File: src/rtl/temp_meas_seq_if.sv
// temp_meas_seq_if
//   Request/result handshake bundle between the system register side
//   (master) and the temperature measurement sequencer (slave).
//
//   Signals:
//     start        master->slave  single-cycle measurement request
//     result_ack   master->slave  consumer has taken the result
//     cont_stop    master->slave  only with TEMP_MEAS_SEQ_CONT_EN: leave
//                                 continuous mode at the next ack
//     busy         slave->master  measurement in progress
//     result_valid slave->master  ptat_sum/ctat_sum/error valid
//     error        slave->master  timeout occurred (qualified by result_valid)
//     ptat_sum     slave->master  accumulated PTAT high cycles
//     ctat_sum     slave->master  accumulated CTAT high cycles
//
//   Optional feature macro: TEMP_MEAS_SEQ_CONT_EN
interface temp_meas_seq_if #(
  parameter int CW = 16
);
  logic          start;
  logic          result_ack;
  logic          busy;
  logic          result_valid;
  logic          error;
  logic [CW-1:0] ptat_sum;
  logic [CW-1:0] ctat_sum;

`ifdef TEMP_MEAS_SEQ_CONT_EN
  logic          cont_stop;

  modport master (
    output start, result_ack, cont_stop,
    input  busy, result_valid, error, ptat_sum, ctat_sum
  );

  modport slave (
    input  start, result_ack, cont_stop,
    output busy, result_valid, error, ptat_sum, ctat_sum
  );
`else
  modport master (
    output start, result_ack,
    input  busy, result_valid, error, ptat_sum, ctat_sum
  );

  modport slave (
    input  start, result_ack,
    output busy, result_valid, error, ptat_sum, ctat_sum
  );
`endif
endinterface

File: src/rtl/temp_meas_seq.sv
// temp_meas_seq
//   Measurement sequencer for the PTAT/CTAT temperature-sensor digital core.
//   A request resets the sensor core, waits for its first PTAT phase, then
//   accumulates PTAT and CTAT high time over NPER complete periods and
//   returns both sums through a valid/ack handshake.
//
//   Ports:
//     clk          system clock
//     reset_n      asynchronous active-low reset
//     bus          temp_meas_seq_if.slave (start, result_ack, busy,
//                  result_valid, error, ptat_sum, ctat_sum [, cont_stop])
//     ptat_i       sensor PTAT phase active, synchronous to clk
//     ctat_i       sensor CTAT phase active, synchronous to clk
//     sensor_reset drives the sensor core reset input (high = held quiet)
//
//   Parameters: NPER (periods per measurement), CW (sum width),
//               RST_CYC (sensor reset length), TIMEOUT (idle cycles to error)
//
//   Optional feature macro: TEMP_MEAS_SEQ_CONT_EN
//     When defined, an ack in DONE restarts the measurement directly unless
//     bus.cont_stop is high at the ack.
module temp_meas_seq #(
  parameter int NPER    = 16,
  parameter int CW      = 16,
  parameter int RST_CYC = 4,
  parameter int TIMEOUT = 4096
) (
  input  logic           clk,
  input  logic           reset_n,
  temp_meas_seq_if.slave bus,
  input  logic           ptat_i,
  input  logic           ctat_i,
  output logic           sensor_reset
);

  localparam int PW = $clog2(NPER + 1);
  localparam int TW = $clog2(TIMEOUT + 1);
  localparam int RW = (RST_CYC > 1) ? $clog2(RST_CYC) : 1;

  localparam logic [PW-1:0] NPER_L     = PW'(NPER);
  localparam logic [TW-1:0] TIMEOUT_L  = TW'(TIMEOUT);
  localparam logic [RW-1:0] RST_LAST_L = RW'(RST_CYC - 1);

  typedef enum logic [2:0] {
    IDLE,
    SRST,
    WARM,
    MEAS,
    DONE
  } state_t;

  state_t        state_q, state_d;
  logic [CW-1:0] ptat_acc_q, ptat_acc_d;
  logic [CW-1:0] ctat_acc_q, ctat_acc_d;
  logic [CW-1:0] ptat_sum_q, ptat_sum_d;
  logic [CW-1:0] ctat_sum_q, ctat_sum_d;
  logic [PW-1:0] per_cnt_q, per_cnt_d;
  logic [TW-1:0] to_cnt_q, to_cnt_d;
  logic [RW-1:0] rst_cnt_q, rst_cnt_d;
  logic          ctat_prev_q, ctat_prev_d;
  logic          sensor_reset_q, sensor_reset_d;
  logic          busy_q, busy_d;
  logic          valid_q, valid_d;
  logic          error_q, error_d;

  logic          launch;
  logic          ctat_fall;
  logic [TW-1:0] to_next;

  // Counters saturate at all-ones so a stuck-high phase never wraps to a
  // small value.
  function automatic logic [CW-1:0] sat_inc(input logic [CW-1:0] v);
    return (&v) ? v : v + CW'(1);
  endfunction

  // Next-state and datapath computation. Outputs are registered from the
  // next state so busy/sensor_reset change on the same edge as the state.
  always_comb begin
    state_d     = state_q;
    ptat_acc_d  = ptat_acc_q;
    ctat_acc_d  = ctat_acc_q;
    ptat_sum_d  = ptat_sum_q;
    ctat_sum_d  = ctat_sum_q;
    per_cnt_d   = per_cnt_q;
    to_cnt_d    = to_cnt_q;
    rst_cnt_d   = rst_cnt_q;
    valid_d     = valid_q;
    error_d     = error_q;
    ctat_prev_d = ctat_i;
    launch      = 1'b0;

    // The timeout counter restarts on any sensor activity.
    to_next   = (ptat_i | ctat_i) ? '0 : to_cnt_q + TW'(1);
    ctat_fall = ctat_prev_q & ~ctat_i;

    case (state_q)
      IDLE: begin
        launch = bus.start;
      end

      SRST: begin
        if (rst_cnt_q == RST_LAST_L) begin
          state_d = WARM;
        end else begin
          rst_cnt_d = rst_cnt_q + RW'(1);
        end
      end

      WARM: begin
        to_cnt_d = to_next;
        if (ptat_i) begin
          state_d    = MEAS;
          ptat_acc_d = sat_inc(ptat_acc_q);
        end else if (to_next == TIMEOUT_L) begin
          state_d = DONE;
          error_d = 1'b1;
        end
      end

      MEAS: begin
        to_cnt_d = to_next;
        if (ptat_i) ptat_acc_d = sat_inc(ptat_acc_q);
        if (ctat_i) ctat_acc_d = sat_inc(ctat_acc_q);
        if (ctat_fall) per_cnt_d = per_cnt_q + PW'(1);
        if (to_next == TIMEOUT_L) begin
          state_d = DONE;
          error_d = 1'b1;
        end else if (ctat_fall && (per_cnt_d == NPER_L)) begin
          state_d = DONE;
        end
      end

      DONE: begin
        if (bus.result_ack) begin
          valid_d = 1'b0;
`ifdef TEMP_MEAS_SEQ_CONT_EN
          if (bus.cont_stop) state_d = IDLE;
          else               launch  = 1'b1;
`else
          state_d = IDLE;
`endif
        end
      end

      default: state_d = IDLE;
    endcase

    // A new run, whether requested or a continuous restart, starts clean.
    if (launch) begin
      state_d    = SRST;
      ptat_acc_d = '0;
      ctat_acc_d = '0;
      per_cnt_d  = '0;
      to_cnt_d   = '0;
      rst_cnt_d  = '0;
      error_d    = 1'b0;
    end

    // Sums are captured from this cycle's accumulator values on DONE entry.
    if ((state_d == DONE) && (state_q != DONE)) begin
      ptat_sum_d = ptat_acc_d;
      ctat_sum_d = ctat_acc_d;
      valid_d    = 1'b1;
    end

    busy_d         = (state_d == SRST) || (state_d == WARM) || (state_d == MEAS);
    sensor_reset_d = !((state_d == WARM) || (state_d == MEAS));
  end

  // State and output registers.
  always_ff @(posedge clk or negedge reset_n) begin
    if (!reset_n) begin
      state_q        <= IDLE;
      ptat_acc_q     <= '0;
      ctat_acc_q     <= '0;
      ptat_sum_q     <= '0;
      ctat_sum_q     <= '0;
      per_cnt_q      <= '0;
      to_cnt_q       <= '0;
      rst_cnt_q      <= '0;
      ctat_prev_q    <= 1'b0;
      sensor_reset_q <= 1'b1;
      busy_q         <= 1'b0;
      valid_q        <= 1'b0;
      error_q        <= 1'b0;
    end else begin
      state_q        <= state_d;
      ptat_acc_q     <= ptat_acc_d;
      ctat_acc_q     <= ctat_acc_d;
      ptat_sum_q     <= ptat_sum_d;
      ctat_sum_q     <= ctat_sum_d;
      per_cnt_q      <= per_cnt_d;
      to_cnt_q       <= to_cnt_d;
      rst_cnt_q      <= rst_cnt_d;
      ctat_prev_q    <= ctat_prev_d;
      sensor_reset_q <= sensor_reset_d;
      busy_q         <= busy_d;
      valid_q        <= valid_d;
      error_q        <= error_d;
    end
  end

  assign sensor_reset     = sensor_reset_q;
  assign bus.busy         = busy_q;
  assign bus.result_valid = valid_q;
  assign bus.error        = error_q;
  assign bus.ptat_sum     = ptat_sum_q;
  assign bus.ctat_sum     = ctat_sum_q;

endmodule

File: src/flat_wrapper.sv
// flat-port wrapper written by rule: the top's interface ports become plain ports
module temp_meas_seq_flat 
#(
  parameter int NPER    = 16,
  parameter int CW      = 16,
  parameter int RST_CYC = 4,
  parameter int TIMEOUT = 4096
)
  (clk, reset_n, ptat_i, ctat_i, sensor_reset, bus_start, bus_result_ack, bus_busy, bus_result_valid, bus_error, bus_ptat_sum, bus_ctat_sum);
  temp_meas_seq_if #(.CW(CW)) bus_i ();
  input  logic clk;
  input  logic reset_n;
  input  logic ptat_i;
  input  logic ctat_i;
  output logic sensor_reset;
  input wire logic [$bits(bus_i.start)-1:0] bus_start;
  input wire logic [$bits(bus_i.result_ack)-1:0] bus_result_ack;
  output wire logic [$bits(bus_i.busy)-1:0] bus_busy;
  output wire logic [$bits(bus_i.result_valid)-1:0] bus_result_valid;
  output wire logic [$bits(bus_i.error)-1:0] bus_error;
  output wire logic [$bits(bus_i.ptat_sum)-1:0] bus_ptat_sum;
  output wire logic [$bits(bus_i.ctat_sum)-1:0] bus_ctat_sum;
  assign bus_i.start = bus_start;
  assign bus_i.result_ack = bus_result_ack;
  assign bus_busy = bus_i.busy;
  assign bus_result_valid = bus_i.result_valid;
  assign bus_error = bus_i.error;
  assign bus_ptat_sum = bus_i.ptat_sum;
  assign bus_ctat_sum = bus_i.ctat_sum;
  temp_meas_seq #(.NPER(NPER), .CW(CW), .RST_CYC(RST_CYC), .TIMEOUT(TIMEOUT)) u_core (.clk(clk), .reset_n(reset_n), .bus(bus_i), .ptat_i(ptat_i), .ctat_i(ctat_i), .sensor_reset(sensor_reset));
endmodule
File: config.mk
export PLATFORM = sky130hd
export DESIGN_NAME = temp_meas_seq_flat
export DESIGN_NICKNAME = d
export VERILOG_FILES = /design/src/rtl/temp_meas_seq_if.sv /design/src/rtl/temp_meas_seq.sv /design/src/flat_wrapper.sv
export SDC_FILE = /design/constraint.sdc
export NUM_CORES = 1
export LEC_CHECK = 0
export ABC_AREA = 1
export CAP_MARGIN = 20
export CORE_UTILIZATION = 65
export DETAILED_ROUTE_END_ITERATION = 6
export DONT_BUFFER_PORTS = 1
export PLACE_DENSITY = 0.81
export SYNTH_ARGS = -nofsm -noshare
export SYNTH_HDL_FRONTEND = slang
export SYNTH_SLANG_ARGS = --single-unit
File: constraint.sdc
create_clock -name clk -period 3.9 [get_ports clk]
set_clock_uncertainty 0.1 [all_clocks]
set_input_delay 0.78 -clock clk [delete_from_list [all_inputs] [get_ports clk]]
set_output_delay 0.78 -clock clk [all_outputs]
set_load 0.05 [all_outputs]
==> metrics.txt <==
crit-path max FO=34; commonest non-fill, non-tap cell in the layout=nand2_1; Unique masters post-synth=33; First-pass DRT Iterations=5; multi-input logic area=0.002157 mm^2; Die Span X=about 89 um; area delta synth->final=4.750%; Core ar.=0.007253 mm^2; Final Setup Violations=0; status=completed; max_cap viols=0; fill count=579; Clk Latency, worst-skew pair=~0.38 ns; CP Data Required Time=slightly above 4 ns; cts hold-fix bufs=1; Reg2Reg Depth=12; Setup TNS Final=0 ns; via count=~4300; Setup Fix Bufs, Post-CTS=0; CTS Root Cell=clkbuf_8; post-placement cell area=0.004877 mm^2; syn_area_per_cell=7.475 um^2; Pwr per Cell Area=540.2 mW/mm^2; syn_nets=between 600 and 700; initial antenna violation count=0; Setup crit end kind=flip-flop; CP arrival=roughly 2.8 ns; Warnings, synthesis=0; WS Path Type=flip-flop to flip-flop; sequential area share after synthesis=47.27%; Routed WL per cell=14.55 um; final hold violation count=0; register area=0.002303 mm^2; max-slew violation count=0; Antenna Nets Post-Route=0; Slew HR=between 20% and 30%; minimum clock period=2.626 ns; CP startpoint kind=flip-flop; FF+latch count, synth=92; R2R Setup Slk=1.27 ns; Starting Density=67.19%; Clk pin slew, worst setup/hold paths=around 0.090 ns; n_diodes=0; Primary FF master, synth=dfrtp_1; full die area=between 0.007 and 0.008 mm^2; Worst-Margin Slew=1.075 ns; initial drt markers=382; layout cells sized above 1=5.239%; post-CTS sizing=0; Port Buffers=0; Crit Reg-Reg Endpoint=u_core.bus.ctat_sum[2]; number of I/O pins=42; Cells after DPL=731; clock sinks=92; Post-synth EDFFs=0; vias per inst=5.794; unrepaired setup endpoints after global routing=no; Routed WL=between 10 and 15 mm; total grt overflow=0; Final Cell Area=0.005105 mm^2; Worst VDD drop=around 0.31 mV; most frequent cells in the layout=186 x nand2_1, 91 x nand3_1, 91 x dfrtp_1, 71 x nor2_1, 67 x inv_1; Final Non-Filler Cells=748; RePlAce Congestion=roughly 0.90; Async S/R FF share, synth=between 90% and 100%; leak pwr=2.625 nW; Max Root-Sink Buffers=2; clock buffer count from CTS=9; Post-route DRC=0; CTS tree=built; cell count after synthesis=652; DIE HEIGHT=88.59 um; first-pass GRT wire length=17.96 mm; Peak Freq=about 380 MHz; largest net degree at the start of global routing=92; Tcrit/Tclk final=67.33%; vias in the first global route=4175; Hold Path Class=input pin to async pin; GRT Overall Usage=between 30% and 40%; site row count=31; Reg-to-Reg Start=u_core.to_cnt_q[0]; Syn Std Cell Area=0.004873 mm^2; nets@finish=655; H-Tree Depth=3; detailed placement HPWL=~7.2 mm
-- cells in the mapped netlist, drive strengths merged (2+ instances only) --
master / n / area, um^2
o21bai: 4 / 30.03
buf: 14 / 108.9
nand4: 11 / 68.82
inv: 71 / 266.5
nand2: 188 / 720.7
nand3: 92 / 465.5
clkbuf: 9 / 33.78
o21ai: 32 / 160.1
a21oi: 23 / 115.1
ha: 5 / 62.56
xor2: 8 / 70.07
nor2: 77 / 314.0
dfrtp: 91 / 2277
o22ai: 9 / 56.30
nor3: 8 / 40.04
or2: 2 / 12.52
-- how the worst max path moves through the flow --
stage                                  start                     end  slack [ns]  depth (start not counted)
final                     u_core.to_cnt_q[0]  u_core.bus.ctat_sum[2]        1.27                         12
after CTS                 u_core.to_cnt_q[0]  u_core.bus.ctat_sum[2]        1.30                         12
after global placement             bus_start      u_core.to_cnt_q[9]        1.24                          4
after floorplan                       ptat_i  u_core.bus.ctat_sum[0]        1.59                         14
after global routing      u_core.to_cnt_q[0]  u_core.bus.ctat_sum[2]        1.04                         14
after detailed placement              ctat_i  u_core.bus.ctat_sum[2]        1.18                         13
-- sequential cells by signal (all words and copies together) (netlist names) --
register and cells:
u_core.bus.ctat_sum 16, u_core.bus.ptat_sum 16, u_core.ctat_acc_q 16, u_core.ptat_acc_q 16
u_core.to_cnt_q 13, u_core.per_cnt_q 5, u_core.state_q 3, u_core.rst_cnt_q 2
u_core.bus.busy 1, u_core.bus.error 1, u_core.bus.result_valid 1, u_core.ctat_prev_q 1
u_core.sensor_reset 1
-- kinds of logic after synthesis --
family                   synth area share (%)
adder cells (fa/ha/maj)                 1.284
AO/OA/AOI/OAI                           7.728
AND/OR/NAND/NOR                         33.81
buffers and inverters                   8.472
flip-flops                              47.27
XOR/XNOR                                1.438
-- power by group --
group          total, mW  switching (mW)  internal (mW)  leakage [nW]
combinational      0.755           0.522          0.232          1.32
clock              0.660           0.357          0.303        0.0975
sequential          1.34           0.223           1.12          1.21
total               2.76            1.10           1.66          2.63
-- area by class of cell --
class	count	area share, %
Sequential cell	92	45.12
Multi-Input combinational cell	465	42.25
Inverter	72	5.294
Clock buffer	10	2.500
Tap cell	99	2.426
Clock inverter	6	1.422
Timing Repair Buffer	4	0.9804
-- critical path: stages (launching register included) --
cell     delay (ns)
dfrtp_1        0.40
ha_1           0.24
nand3_2        0.13
nor2_4         0.19
nand3_1        0.09
nand2_1        0.08
nand3_1        0.08
nor2_1         0.15
nand3_1        0.18
nand2_4        0.36
nand2_4        0.30
nand2_1        0.14
nand2_1        0.08
-- per-stage QoR --
step | total power, mW | utilization [%] | hold slack, ns | setup WS [ns]
5_1_grt | 2.927 | 70.38 | 0.1241 | 1.040
3_3_place_gp | 2.029 | 67.24 | 0.3588 | 1.238
3_5_place_dp | 2.071 | 67.24 | 0.3703 | 1.183
2_1_floorplan | 1.885 | - | 0.3403 | 1.585
4_1_cts | 2.744 | 70.38 | 0.1327 | 1.302
6_report | 2.758 | 70.38 | 0.1386 | 1.274
-- per-layer routing --
metal	vias up	routed length [um]	track usage, %
met3	45	699	6.250
li1	2080	-	-
met1	2016	4327	35.20
met2	193	5454	50.70
met4	0	402	18.48
met5	-	0	0
(Power assumes the default switching activity.)
